**src/rtl/tlc_pkg.sv**
```systemverilog
// Shared types and default timing constants for the traffic sensor front end.
package tlc_pkg;

    typedef enum logic [2:0] {
        IDLE    = 3'd0,
        QUAL    = 3'd1,
        PRESENT = 3'd2,
        HOLD    = 3'd3,
        FAULT   = 3'd4
    } chan_state_t;

    localparam int unsigned DEB_CYC_DEF   = 4;
    localparam int unsigned HOLD_CYC_DEF  = 3;
    localparam int unsigned STUCK_CYC_DEF = 64;

endpackage

```
**src/rtl/sensor_chan.sv**
```systemverilog
// One loop-detector channel: 2-flop synchronizer, debounce/hold FSM and
// stuck-on fault detection. A faulted channel reports traffic (fail-safe).
module sensor_chan
    import tlc_pkg::*;
#(
    parameter int unsigned DEB_CYC   = DEB_CYC_DEF,
    parameter int unsigned HOLD_CYC  = HOLD_CYC_DEF,
    parameter int unsigned STUCK_CYC = STUCK_CYC_DEF
) (
    input  logic i_clk,
    input  logic i_rst_n,
    input  logic i_raw,
    output logic o_t,
    output logic o_fault
);

    localparam int unsigned AUX_MAX = (DEB_CYC > HOLD_CYC) ? DEB_CYC : HOLD_CYC;
    localparam int unsigned AUX_W   = $clog2(AUX_MAX + 1);
    localparam int unsigned STK_W   = $clog2(STUCK_CYC + 1);

    logic              r_sync1;
    logic              r_sync2;
    chan_state_t       r_state;
    chan_state_t       w_state_nxt;
    logic [AUX_W-1:0]  r_aux;
    logic [AUX_W-1:0]  w_aux_nxt;
    logic [STK_W-1:0]  r_stuck;
    logic [STK_W-1:0]  w_stuck_nxt;
    logic              r_t;
    logic              r_fault;
    logic              w_s;
    logic              w_stuck_hit;

    assign w_s         = r_sync2;
    assign w_stuck_hit = w_s && (r_stuck == STK_W'(STUCK_CYC - 1));

    always_comb begin
        w_state_nxt = r_state;
        w_aux_nxt   = r_aux;
        case (r_state)
            IDLE: begin
                if (w_s) begin
                    if (DEB_CYC == 1) begin
                        w_state_nxt = PRESENT;
                    end else begin
                        w_state_nxt = QUAL;
                        w_aux_nxt   = AUX_W'(1);
                    end
                end
            end
            QUAL: begin
                if (!w_s) begin
                    w_state_nxt = IDLE;
                end else if (r_aux == AUX_W'(DEB_CYC - 1)) begin
                    w_state_nxt = PRESENT;
                end else begin
                    w_aux_nxt = r_aux + AUX_W'(1);
                end
            end
            PRESENT: begin
                if (!w_s) begin
                    w_state_nxt = HOLD;
                    w_aux_nxt   = AUX_W'(HOLD_CYC - 1);
                end
            end
            HOLD: begin
                if (w_s) begin
                    w_state_nxt = PRESENT;
                end else if (r_aux == '0) begin
                    w_state_nxt = IDLE;
                end else begin
                    w_aux_nxt = r_aux - AUX_W'(1);
                end
            end
            FAULT: begin
                // Recovery needs DEB_CYC consecutive lows; any high restarts it.
                if (w_s) begin
                    w_aux_nxt = '0;
                end else if (r_aux == AUX_W'(DEB_CYC - 1)) begin
                    w_state_nxt = IDLE;
                    w_aux_nxt   = '0;
                end else begin
                    w_aux_nxt = r_aux + AUX_W'(1);
                end
            end
            default: begin
                w_state_nxt = IDLE;
                w_aux_nxt   = '0;
            end
        endcase

        if (w_stuck_hit && (r_state inside {QUAL, PRESENT, HOLD})) begin
            w_state_nxt = FAULT;
            w_aux_nxt   = '0;
        end
    end

    always_comb begin
        w_stuck_nxt = r_stuck;
        if (r_state == FAULT || !w_s) begin
            w_stuck_nxt = '0;
        end else if (r_stuck != STK_W'(STUCK_CYC)) begin
            w_stuck_nxt = r_stuck + STK_W'(1);
        end
    end

    always_ff @(posedge i_clk or negedge i_rst_n) begin
        if (!i_rst_n) begin
            r_sync1 <= 1'b0;
            r_sync2 <= 1'b0;
            r_state <= IDLE;
            r_aux   <= '0;
            r_stuck <= '0;
            r_t     <= 1'b0;
            r_fault <= 1'b0;
        end else begin
            r_sync1 <= i_raw;
            r_sync2 <= r_sync1;
            r_state <= w_state_nxt;
            r_aux   <= w_aux_nxt;
            r_stuck <= w_stuck_nxt;
            r_t     <= (w_state_nxt inside {PRESENT, HOLD, FAULT});
            r_fault <= (w_state_nxt == FAULT);
        end
    end

    assign o_t     = r_t;
    assign o_fault = r_fault;

endmodule

```
**src/rtl/traffic_sensor_conditioner.sv**
```systemverilog
// Conditions the two raw vehicle-loop inputs into clean Ta/Tb and fault flags
// for the traffic light controller; the two channels are fully independent.
module traffic_sensor_conditioner
    import tlc_pkg::*;
#(
    parameter int unsigned DEB_CYC   = DEB_CYC_DEF,
    parameter int unsigned HOLD_CYC  = HOLD_CYC_DEF,
    parameter int unsigned STUCK_CYC = STUCK_CYC_DEF
) (
    input  logic CLK,
    input  logic RESET_N,
    input  logic SENSA_RAW,
    input  logic SENSB_RAW,
    output logic Ta,
    output logic Tb,
    output logic FAULTA,
    output logic FAULTB
);

    sensor_chan #(
        .DEB_CYC  (DEB_CYC),
        .HOLD_CYC (HOLD_CYC),
        .STUCK_CYC(STUCK_CYC)
    ) u_chan_a (
        .i_clk  (CLK),
        .i_rst_n(RESET_N),
        .i_raw  (SENSA_RAW),
        .o_t    (Ta),
        .o_fault(FAULTA)
    );

    sensor_chan #(
        .DEB_CYC  (DEB_CYC),
        .HOLD_CYC (HOLD_CYC),
        .STUCK_CYC(STUCK_CYC)
    ) u_chan_b (
        .i_clk  (CLK),
        .i_rst_n(RESET_N),
        .i_raw  (SENSB_RAW),
        .o_t    (Tb),
        .o_fault(FAULTB)
    );

endmodule

```
**config.mk**
```make
export PLATFORM = sky130hd
export DESIGN_NAME = traffic_sensor_conditioner
export DESIGN_NICKNAME = d
export VERILOG_FILES = /design/src/rtl/tlc_pkg.sv /design/src/rtl/sensor_chan.sv /design/src/rtl/traffic_sensor_conditioner.sv
export SDC_FILE = /design/constraint.sdc
export NUM_CORES = 1
export LEC_CHECK = 0
export BUFFER_PORTS_ARGS = -buffer_cell sky130_fd_sc_hd__buf_2
export CAP_MARGIN = 25
export CORE_MARGIN = 1
export CORE_UTILIZATION = 59
export CTS_BUF_LIST = sky130_fd_sc_hd__clkbuf_16
export DETAILED_ROUTE_END_ITERATION = 16
export PLACE_DENSITY_LB_ADDON = 0.3
export SYNTH_ARGS = -nofsm -noshare
export SYNTH_HDL_FRONTEND = slang
export SYNTH_HIERARCHICAL = 1
export SYNTH_SLANG_ARGS = --single-unit
```
**constraint.sdc**
```tcl
create_clock -name CLK -period 4.2 [get_ports CLK]
set_clock_uncertainty 0.05 [all_clocks]
set_input_delay 0.63 -clock CLK [delete_from_list [all_inputs] [get_ports CLK]]
set_output_delay 0.63 -clock CLK [all_outputs]
set_load 0.01 [all_outputs]
```
======== Word level (Yosys, flattened, before mapping) ========
Cells that the tools add are included.
operators by class
  order comparisons ....................... 0
  reductions and logical operators ........ 20
  equal/unequal tests ..................... 32
  add/sub/neg operators ................... 6
  multiply operators ...................... 0
  shift operators ......................... 0
  div/mod/pow operators ................... 0
  bitwise gates (word level) .............. 0
  multiplexer cells ....................... 44
operators by type and width
  cell                                                                     number
  3-bit two-way mux                                                        36
  3-bit case mux with 5 select lines                                       4
  3-bit by 2-bit equality test with 1-bit output, second input constant    10
  7-bit two-way mux                                                        4
  3-bit inequality test, second input constant                             8
  7-bit by 1-bit adder with 7-bit output, second input constant            2
  7-bit by 6-bit equality test with 1-bit output, second input constant    2
  7-bit inequality test, second input constant                             2
  3-bit equality test, second input constant                               4
  3-bit zero test                                                          4
  6-bit AND reduction                                                      2
  3-bit nonzero test                                                       4
  3-bit by 1-bit adder with 3-bit output, second input constant            2
  3-bit by 1-bit equality test with 1-bit output, second input constant    2
  3-bit by 1-bit inequality test with 1-bit output, second input constant  2
  3-bit by 2-bit inequality test with 1-bit output, second input constant  2
  3-bit by 1-bit subtractor with 3-bit output, second input constant       2
  1-bit logical AND                                                        4
  2-bit nonzero test                                                       2
  1-bit zero test                                                          2
  1-bit logical OR                                                         2
word-level totals
  logic and storage cells ................. 116
  bits in registers ....................... 34
  memories kept ........................... 0
  input bits .............................. 4
  ROM bits ................................ 0
  bits in latches ......................... 0
  output and inout bits ................... 4
  RAM bits ................................ 0

======== Logic depth before layout (Yosys ltp) ========
Gate-level depths: netlist (run 1).
  depth in word-level cells ............... 7
  depth in mapped cells ................... 7
  depth with buffers taken out ............ 7

======== Cells and area by module ========
The synthesis (run 1) kept the hierarchy.
modules (own cells, without submodules)
  module       seq. area each (um^2)  instances  area an instance (um^2)  cells each
  sensor_chan  425.4                  2          996.0                    102

======== Worst setup path after synthesis (run 1) ========
Ideal clock, no wire load.
  kind .................................... register to register
  start ................................... register u_chan_a.r_stuck[0]
  end ..................................... register u_chan_a.r_aux[0]
  path slack .............................. 2268 ps
  data required time ...................... 4025 ps
  period minus slack after synthesis ...... 1932 ps
  arrival time ............................ 1757 ps
  buffers on the path ..................... 0
  setup time .............................. 125 ps
  stages on the path, launching flop included .. 7
  cell sequence ........................... dfrtp_1 -> ha_1 -> nand3_2 -> or3_4 -> nor4b_2 -> o32a_2 -> mux2_4
on the way
  cells in the longest elaborated chain, start to end .. 5
  elaborated cells between the ends (all ways) .. 11
  classes of those cells .................. eq/ne (7); mux (1); reduce/logical (3)
RTL lines
  item                                                                                      line                text
  start, declared                                                                           sensor_chan.sv:27   logic [STK_W-1:0] r_stuck;
  start signal, assigned                                                                    sensor_chan.sv:121  r_stuck <= w_stuck_nxt;
  7-bit by 6-bit equality test with 1-bit output (*)                                        sensor_chan.sv:35   assign w_stuck_hit = w_s && (r_stuck == STK_W'(STUCK_CYC - 1));
  1-bit logical AND (*)                                                                     sensor_chan.sv:35
  1-bit logical AND (*)                                                                     sensor_chan.sv:92   if (w_stuck_hit && (r_state inside {QUAL, PRESENT, HOLD})) begin
  3-bit by 2-bit inequality test with 1-bit output (no line), or another cell as far along  n/a
  6-bit AND reduction (no line)                                                             n/a
  end signal, assigned                                                                      sensor_chan.sv:120  r_aux <= w_aux_nxt;
  end, declared                                                                             sensor_chan.sv:25   logic [AUX_W-1:0] r_aux;
Every way passes the cells marked *; elsewhere a longest branch is shown, timed or not.
A chain may end at the register's enable or synchronous reset.

======== Worst setup path after layout (run 1) ========
Ends and elaborated chain as after synthesis.

==> run summary, run 1 <==
RUN STATUS
-------------------------------------------------------------------------------------
Outcome ................................................................ finished clean

SETUP PATH
-------------------------------------------------------------------------------------
Critical-path maximum fanout ...........................................            4
Number of cell instances on the worst register-to-register path ........            6
Worst Setup Path Type ..................................................   reg -> reg
Data arrival, critical path ............................................      2.22 ns
Critical path data required time .......................................      4.30 ns
Critical path capture point type .......................................     register
Type of origin of the critical path ....................................     register

LOGIC SYNTHESIS
-------------------------------------------------------------------------------------
Post-Synthesis Net Count ...............................................          222
Post-synthesis sequential area ratio ...................................        0.427
Predominant post-synthesis flop cell ................................... sky130_fd_sc_hd__dfrtp_1
Post-synthesis instance total ..........................................          204
Yosys warning total ....................................................            6
Area of the mapped netlist .............................................  0.00199 mm²
Post-synth EDFFs .......................................................            0
Area share of the largest cell type after synthesis ....................        0.427
Count of state elements after synthesis ................................           34
Most area-consuming cells after synthesis .............................. sky130_fd_sc_hd__dfrtp_1 (43%), sky130_fd_sc_hd__ha_1 (8.8%), sky130_fd_sc_hd__nor2_1 (4.1%), sky130_fd_sc_hd__o21ai_0 (3.5%), sky130_fd_sc_hd__nand2_1 (3.4%)
Synth cell types .......................................................           32
Post-synthesis area per instance .......................................     9.76 µm²
Share of async-settable or async-resettable flops after synthesis ......         1.00
Leading area contributor after synthesis ............................... sky130_fd_sc_hd__dfrtp_1

CLOCKING
-------------------------------------------------------------------------------------
Number of clock buffers inserted by TritonCTS ..........................            5
Hold_buf cts ...........................................................            0
Deepest clock path buffer count ........................................            2
Worst skew pair latency ................................................      0.27 ns
Post-cts resize count ..................................................            0
Buffer type at the clock tree root ..................................... sky130_fd_sc_hd__clkbuf_16
TritonCTS clock tree ...................................................         done
Clock-pin slew of the registers on the worst-case setup and hold paths .      0.05 ns
TritonCTS Sinks ........................................................           34
Post-CTS Setup Bufs ....................................................            0
Number of H-tree branching levels ......................................            2

STA
-------------------------------------------------------------------------------------
Hold Vio Cnt, Final ....................................................            0
Slew at the pin closest to its max-slew limit ..........................     0.731 ns
Relative slew margins ..................................................        0.513
Number of max-slew violations in the final report ......................            0
Fmax ...................................................................      474 MHz
TNS Setup ..............................................................         0 ns
Final worst path period share ..........................................        0.503
RSZ-0062 raised after global routing ...................................        false
# setup viols final ....................................................            0
Min Clock Period, post-route ...........................................      2.11 ns

PLACEMENT
-------------------------------------------------------------------------------------
Final weighted congestion in routability-driven placement ..............        0.828
Detailed placement HPWL ................................................      2.41 mm
IO Port Bufs ...........................................................            7

ROUTE
-------------------------------------------------------------------------------------
Routed wirelength normalized by instance count .........................      13.8 µm
Ratio of routed vias to standard cells .................................         5.81
DRT antenna net count ..................................................            0
DRT iter0 DRCs .........................................................           66
DRT Pass-1 Iters .......................................................            4
Drc violations .........................................................            0
Vias after detailed routing ............................................         1482
DRT Wirelength .........................................................      3.52 mm

CELLS AND AREA
-------------------------------------------------------------------------------------
Area taken by flip-flops and latches ...................................      851 µm²
Layout cells sized above 1 .............................................        0.133
Diode insertion count for antenna repair ...............................            0
Net count reported at finish ...........................................          230
Area growth from synthesis to layout ...................................        9.61%
Multi-input logic area .................................................  0.00105 mm²
Fillcell total .........................................................          237

FLOORPLAN
-------------------------------------------------------------------------------------
Starting density of the core ...........................................        0.637
Total Die Area .........................................................  0.00361 mm²
X dimension of the die .................................................      60.1 µm
Row count ..............................................................           20
I/O pin cnt ............................................................            8
Placeable core area ....................................................  0.00313 mm²
Vertical die dimension .................................................      60.1 µm

GLOBAL ROUTING
-------------------------------------------------------------------------------------
Maximum number of pins on one net before global-route repair ...........           35
Via count of the first global-routing pass .............................         1425
Global-route wire length before repair .................................      6.28 mm
Number of antenna violations at the first check in global routing ......            0
Gr usage total .........................................................        0.236
Sum of overflow across all layers after global routing .................            0

POWER AND IR DROP
-------------------------------------------------------------------------------------
Reported leakage power .................................................     0.973 nW
Power per cell area ....................................................   584 mW/mm²
Total Power ............................................................      1.28 mW
Maximum vdd drop .......................................................   0.000291 V

WORST HOLD PATH
-------------------------------------------------------------------------------------
Hold-critical path depth ...............................................            0
Worst min-delay path category ..........................................   reg -> reg

RUN
-------------------------------------------------------------------------------------
MaxCap Viol Count ......................................................            0

-- where the power goes --
part	internal (mW)	leakage (nW)	switching, mW
clock	0.210	0.0632	0.116
combinational	0.235	0.472	0.239
sequential	0.393	0.437	0.0829
total	0.838	0.973	0.438
-- worst paths after layout --
check | to | startpoint | slack [ns]
setup / recovery | u_chan_a/r_aux[0] | u_chan_a/r_stuck[0] | 2.09
hold / removal | u_chan_b/r_sync2 | u_chan_b/r_sync1 | 0.30
setup reg to reg | u_chan_a/r_aux[0] | u_chan_a/r_stuck[0] | 2.09
hold reg to reg | u_chan_b/r_sync2 | u_chan_b/r_sync1 | 0.30
max in group asynchronous | u_chan_b/r_stuck[2] | RESET_N | 3.26
min in group asynchronous | u_chan_a/r_aux[1] | RESET_N | 0.37
-- critical path, cell delays in order, from the launching register on --
cell and delay [ns]:
sky130_fd_sc_hd__dfrtp_1 0.39, sky130_fd_sc_hd__ha_1 0.22, sky130_fd_sc_hd__nand3_2 0.11, sky130_fd_sc_hd__or3_4 0.41
sky130_fd_sc_hd__nor4b_2 0.26, sky130_fd_sc_hd__o32a_2 0.25, sky130_fd_sc_hd__mux2_4 0.31
-- cell families after synthesis --
group	after synthesis	share of synthesized area
muxes	8	0.0515
AOI/OAI and AO/OA	44	0.143
xor gates and xnor gates	10	0.0440
buffers and inverters	22	0.0440
DFF	34	0.427
adders and majority gates	14	0.0879
and+or+nand+nor	72	0.202
-- synth_stat cells, types with 4 or more instances --
| library cell | count |
|---|---|
| sky130_fd_sc_hd__xor2_1 | 4 |
| sky130_fd_sc_hd__nand2_1 | 18 |
| sky130_fd_sc_hd__nor3b_1 | 4 |
| sky130_fd_sc_hd__o2bb2ai_1 | 4 |
| sky130_fd_sc_hd__o21ai_0 | 14 |
| sky130_fd_sc_hd__dfrtp_1 | 34 |
| sky130_fd_sc_hd__ha_1 | 14 |
| sky130_fd_sc_hd__nor2_1 | 22 |
| sky130_fd_sc_hd__inv_1 | 16 |
| sky130_fd_sc_hd__nor4b_1 | 4 |
| sky130_fd_sc_hd__a21oi_1 | 12 |
| sky130_fd_sc_hd__buf_2 | 4 |
| sky130_fd_sc_hd__xnor2_1 | 6 |
| sky130_fd_sc_hd__mux2_4 | 4 |
| sky130_fd_sc_hd__nor2b_1 | 8 |
| sky130_fd_sc_hd__nand3b_1 | 4 |
-- stage by stage --
stage           util  instance area, µm²  cells  hold slack (ns)  setup WS, ns
2_1_floorplan      -                1990    204            0.281          2.27
3_3_place_gp   0.657                2050    249            0.290          2.22
3_5_place_dp   0.657                2050    249            0.298          2.14
4_1_cts        0.698                2180    255            0.308          2.08
5_1_grt        0.698                2180    255            0.317          1.97
6_report       0.698                2180    255            0.303          2.09
-- layout by cell type, fill, tap and decap left out, types with 5 or more instances in the layout --
cell	Yosys	routed
sky130_fd_sc_hd__ha_1	14	14
sky130_fd_sc_hd__xnor2_1	6	6
sky130_fd_sc_hd__dfrtp_1	34	34
sky130_fd_sc_hd__a21oi_1	12	12
sky130_fd_sc_hd__inv_1	16	16
sky130_fd_sc_hd__nand2_1	18	18
sky130_fd_sc_hd__o21ai_0	14	14
sky130_fd_sc_hd__nor2_1	22	22
sky130_fd_sc_hd__buf_2	4	7
sky130_fd_sc_hd__nor2b_1	8	8
sky130_fd_sc_hd__clkbuf_16	0	5
-- flip-flops by register name, summed over array words and instances, names as in the netlist --
signal            flops
u_chan_b/o_t          1
u_chan_a/r_stuck      7
u_chan_a/r_sync1      1
u_chan_b/r_sync2      1
u_chan_a/r_state      3
u_chan_b/r_state      3
u_chan_b/r_sync1      1
u_chan_b/o_fault      1
u_chan_b/r_aux        3
u_chan_a/r_aux        3
u_chan_b/r_stuck      7
u_chan_a/o_fault      1
u_chan_a/o_t          1
u_chan_a/r_sync2      1
-- routing by layer --
| layer | up-vias | track usage | wire (µm) |
|---|---|---|---|
| li1 | 719 | - | - |
| met1 | 709 | 0.301 | 1560 |
| met2 | 52 | 0.374 | 1760 |
| met3 | 2 | 0.0649 | 182 |
| met4 | 0 | 0.0997 | 20 |
| met5 | - | 0 | 0 |
-- final cells by class --
| type | count | area share |
|---|---|---|
| Multi-Input combinational cell | 148 | 0.483 |
| Sequential cell | 34 | 0.390 |
| Clock buffer | 5 | 0.0573 |
| Inverter | 16 | 0.0275 |
| Tap cell | 44 | 0.0252 |
| Timing Repair Buffer | 7 | 0.0160 |
| Clock inverter | 1 | 0.00172 |
No activity file was read; power rests on OpenSTA's default activity.
==> inputs of run 2 (changes only) <==
==> constraint.sdc (replaced) <==
create_clock -name CLK -period 2.2 [get_ports CLK]
set_clock_uncertainty 0.05 [all_clocks]
set_input_delay 0.33 -clock CLK [delete_from_list [all_inputs] [get_ports CLK]]
set_output_delay 0.33 -clock CLK [all_outputs]
set_load 0.01 [all_outputs]
==> run summary, run 2 (same netlist as run 1, synthesis figures left out) <==
RUN STATUS
-------------------------------------------------------------------------------------
Outcome ................................................................ finished clean

PLACEMENT
-------------------------------------------------------------------------------------
Final weighted congestion in routability-driven placement ..............        0.828
IO Port Bufs ...........................................................            7
Placed inst area .......................................................  0.00205 mm²
Cell count after placement .............................................          249
Detailed placement HPWL ................................................      2.41 mm

FLOORPLAN
-------------------------------------------------------------------------------------
Total Die Area .........................................................  0.00361 mm²
Vertical die dimension .................................................      60.1 µm
Row count ..............................................................           20
I/O pin cnt ............................................................            8
Placeable core area ....................................................  0.00313 mm²
X dimension of the die .................................................      60.1 µm
Starting density of the core ...........................................        0.637

STA
-------------------------------------------------------------------------------------
RSZ-0062 raised after global routing ...................................        false
# setup viols final ....................................................            0
Fmax ...................................................................      482 MHz
Number of max-slew violations in the final report ......................            0
Final worst path period share ..........................................        0.943
Relative slew margins ..................................................        0.519
Min Clock Period, post-route ...........................................      2.07 ns
Hold Vio Cnt, Final ....................................................            0
TNS Setup ..............................................................         0 ns
Slew at the pin closest to its max-slew limit ..........................     0.721 ns

CLOCKING
-------------------------------------------------------------------------------------
Hold_buf cts ...........................................................            0
TritonCTS clock tree ...................................................         done
Buffer type at the clock tree root ..................................... sky130_fd_sc_hd__clkbuf_16
Worst skew pair latency ................................................      0.27 ns
Deepest clock path buffer count ........................................            2
Clock-pin slew of the registers on the worst-case setup and hold paths .      0.05 ns
Number of H-tree branching levels ......................................            2
TritonCTS Sinks ........................................................           34
Number of clock buffers inserted by TritonCTS ..........................            5

CELLS AND AREA
-------------------------------------------------------------------------------------
Non-filler instance count after layout .................................          256
Final core utilization .................................................        0.703
Diode insertion count for antenna repair ...............................            0
Largest registers ...................................................... u_chan_a/r_stuck x7, u_chan_b/r_stuck x7
Layout cells sized above 1 .............................................        0.137
Post-Layout Inst Area ..................................................  0.00220 mm²
Net count reported at finish ...........................................          231
Highest-count cells in the layout ignoring fill and taps ............... sky130_fd_sc_hd__dfrtp_1 (34), sky130_fd_sc_hd__nor2_1 (22), sky130_fd_sc_hd__nand2_1 (18)
Most common cell after layout, fill and taps aside ..................... sky130_fd_sc_hd__dfrtp_1
Area growth from synthesis to layout ...................................        10.4%

POWER AND IR DROP
-------------------------------------------------------------------------------------
Share of total power consumed by net switching .........................        0.346
Reported leakage power .................................................     0.981 nW
Power per cell area ....................................................  1120 mW/mm²
Sequential power share .................................................        0.370
Switching power of the nets ............................................     0.854 mW
Clock Power Share ......................................................        0.251
Internal power consumption .............................................      1.61 mW
Comb pwr share .........................................................        0.378
Total Power ............................................................      2.47 mW
Maximum vdd drop .......................................................   0.000550 V

SETUP PATH
-------------------------------------------------------------------------------------
Data arrival, critical path ............................................      2.18 ns
Type of origin of the critical path ....................................     register
Worst Setup Path Type ..................................................   reg -> reg
Critical path cell sequence ............................................ ha_1, nand3_2, or3_4, nor4b_4, o32a_2, mux2_4
Number of cell instances on the worst register-to-register path ........            6
Critical-path maximum fanout ...........................................            4
Critical path data required time .......................................      2.30 ns
Crit path max-delay cell type .......................................... sky130_fd_sc_hd__or3_4
Setup crit start ....................................................... u_chan_a/r_stuck[0]
Critical path capture point type .......................................     register
Beginning of the worst register-to-register path ....................... u_chan_a/r_stuck[0]
Largest stage delay, worst path ........................................      0.42 ns

ROUTE
-------------------------------------------------------------------------------------
DRT Wirelength .........................................................      3.61 mm
DRT Pass-1 Iters .......................................................            4
DRT iter0 DRCs .........................................................          110
Drc violations .........................................................            0
DRT antenna net count ..................................................            0
Vias after detailed routing ............................................         1481
Routed wirelength normalized by instance count .........................      14.1 µm
Ratio of routed vias to standard cells .................................         5.79

GLOBAL ROUTING
-------------------------------------------------------------------------------------
Global-route wire length before repair .................................      6.28 mm
Maximum number of pins on one net before global-route repair ...........           35
Number of antenna violations at the first check in global routing ......            0
Sum of overflow across all layers after global routing .................            0
Via count of the first global-routing pass .............................         1425
Gr usage total .........................................................        0.236

RUN
-------------------------------------------------------------------------------------
MaxCap Viol Count ......................................................            0

WORST HOLD PATH
-------------------------------------------------------------------------------------
Worst min-delay path category ..........................................  in -> async

-- run 2: repair_timing --
action                     CTS  global route
setup endpoints to repair    0             2
buffers inserted             0             1
gates resized for setup      0             1
-- run 2: final cells by class --
class | instances | area (µm²)
multi-input combinational | 148 | 1060
fill | 238 | 928
sequential | 34 | 851
clock buffer | 5 | 125
inverter | 16 | 60.1
tap | 44 | 55.1
timing repair buffer | 8 | 42.5
clock inverter | 1 | 3.75
-- run 2: power by group through the flow --
| stage | Clock [mW] | Combinational [mW] | Sequential, mW |
|---|---|---|---|
| 3_5_place_dp | 0 | 0.893 | 0.916 |
| 2_1_floorplan | 0 | 0.768 | 0.855 |
| 4_1_cts | 0.637 | 0.909 | 0.908 |
| 3_3_place_gp | 0 | 0.851 | 0.907 |
| 5_1_grt | 0.667 | 1.05 | 0.935 |
| 6_report | 0.621 | 0.933 | 0.914 |
-- run 2: critical path: cells and delay by family, from the launching register on --
family,cells,cell delay (ns)
AOI/OAI and AO/OA,1,0.24
adders and majority gates,1,0.22
DFF,1,0.39
muxes,1,0.31
and+or+nand+nor,3,0.76
-- run 2: layer usage --
metal,part of all wire,up-vias,GRT usage,wire length [µm]
met5,0,-,0,0
met4,0.011,0,0.0997,40
met3,0.040,6,0.0649,145
met2,0.48,50,0.374,1740
met1,0.47,704,0.301,1680
li1,-,721,-,-
-- run 2: path summary, 6_finish.rpt --
check	end	slack, ns
setup / recovery	u_chan_a/r_aux[1]	0.13
hold / removal	u_chan_a/r_aux[1]	0.07
setup reg to reg	u_chan_a/r_aux[1]	0.13
hold reg to reg	u_chan_b/r_sync2	0.30
max in group asynchronous	u_chan_b/r_state[0]	1.57
min in group CLK	u_chan_a/r_sync1	0.12
-- run 2: per-stage QoR --
step | hold WS (ns) | setup WS (ns)
2_1_floorplan | -0.0156 | 0.268
3_3_place_gp | 0.290 | 0.217
3_5_place_dp | 0.298 | 0.136
4_1_cts | 0.0959 | 0.0845
5_1_grt | 0.107 | 0.0468
6_report | 0.0654 | 0.125
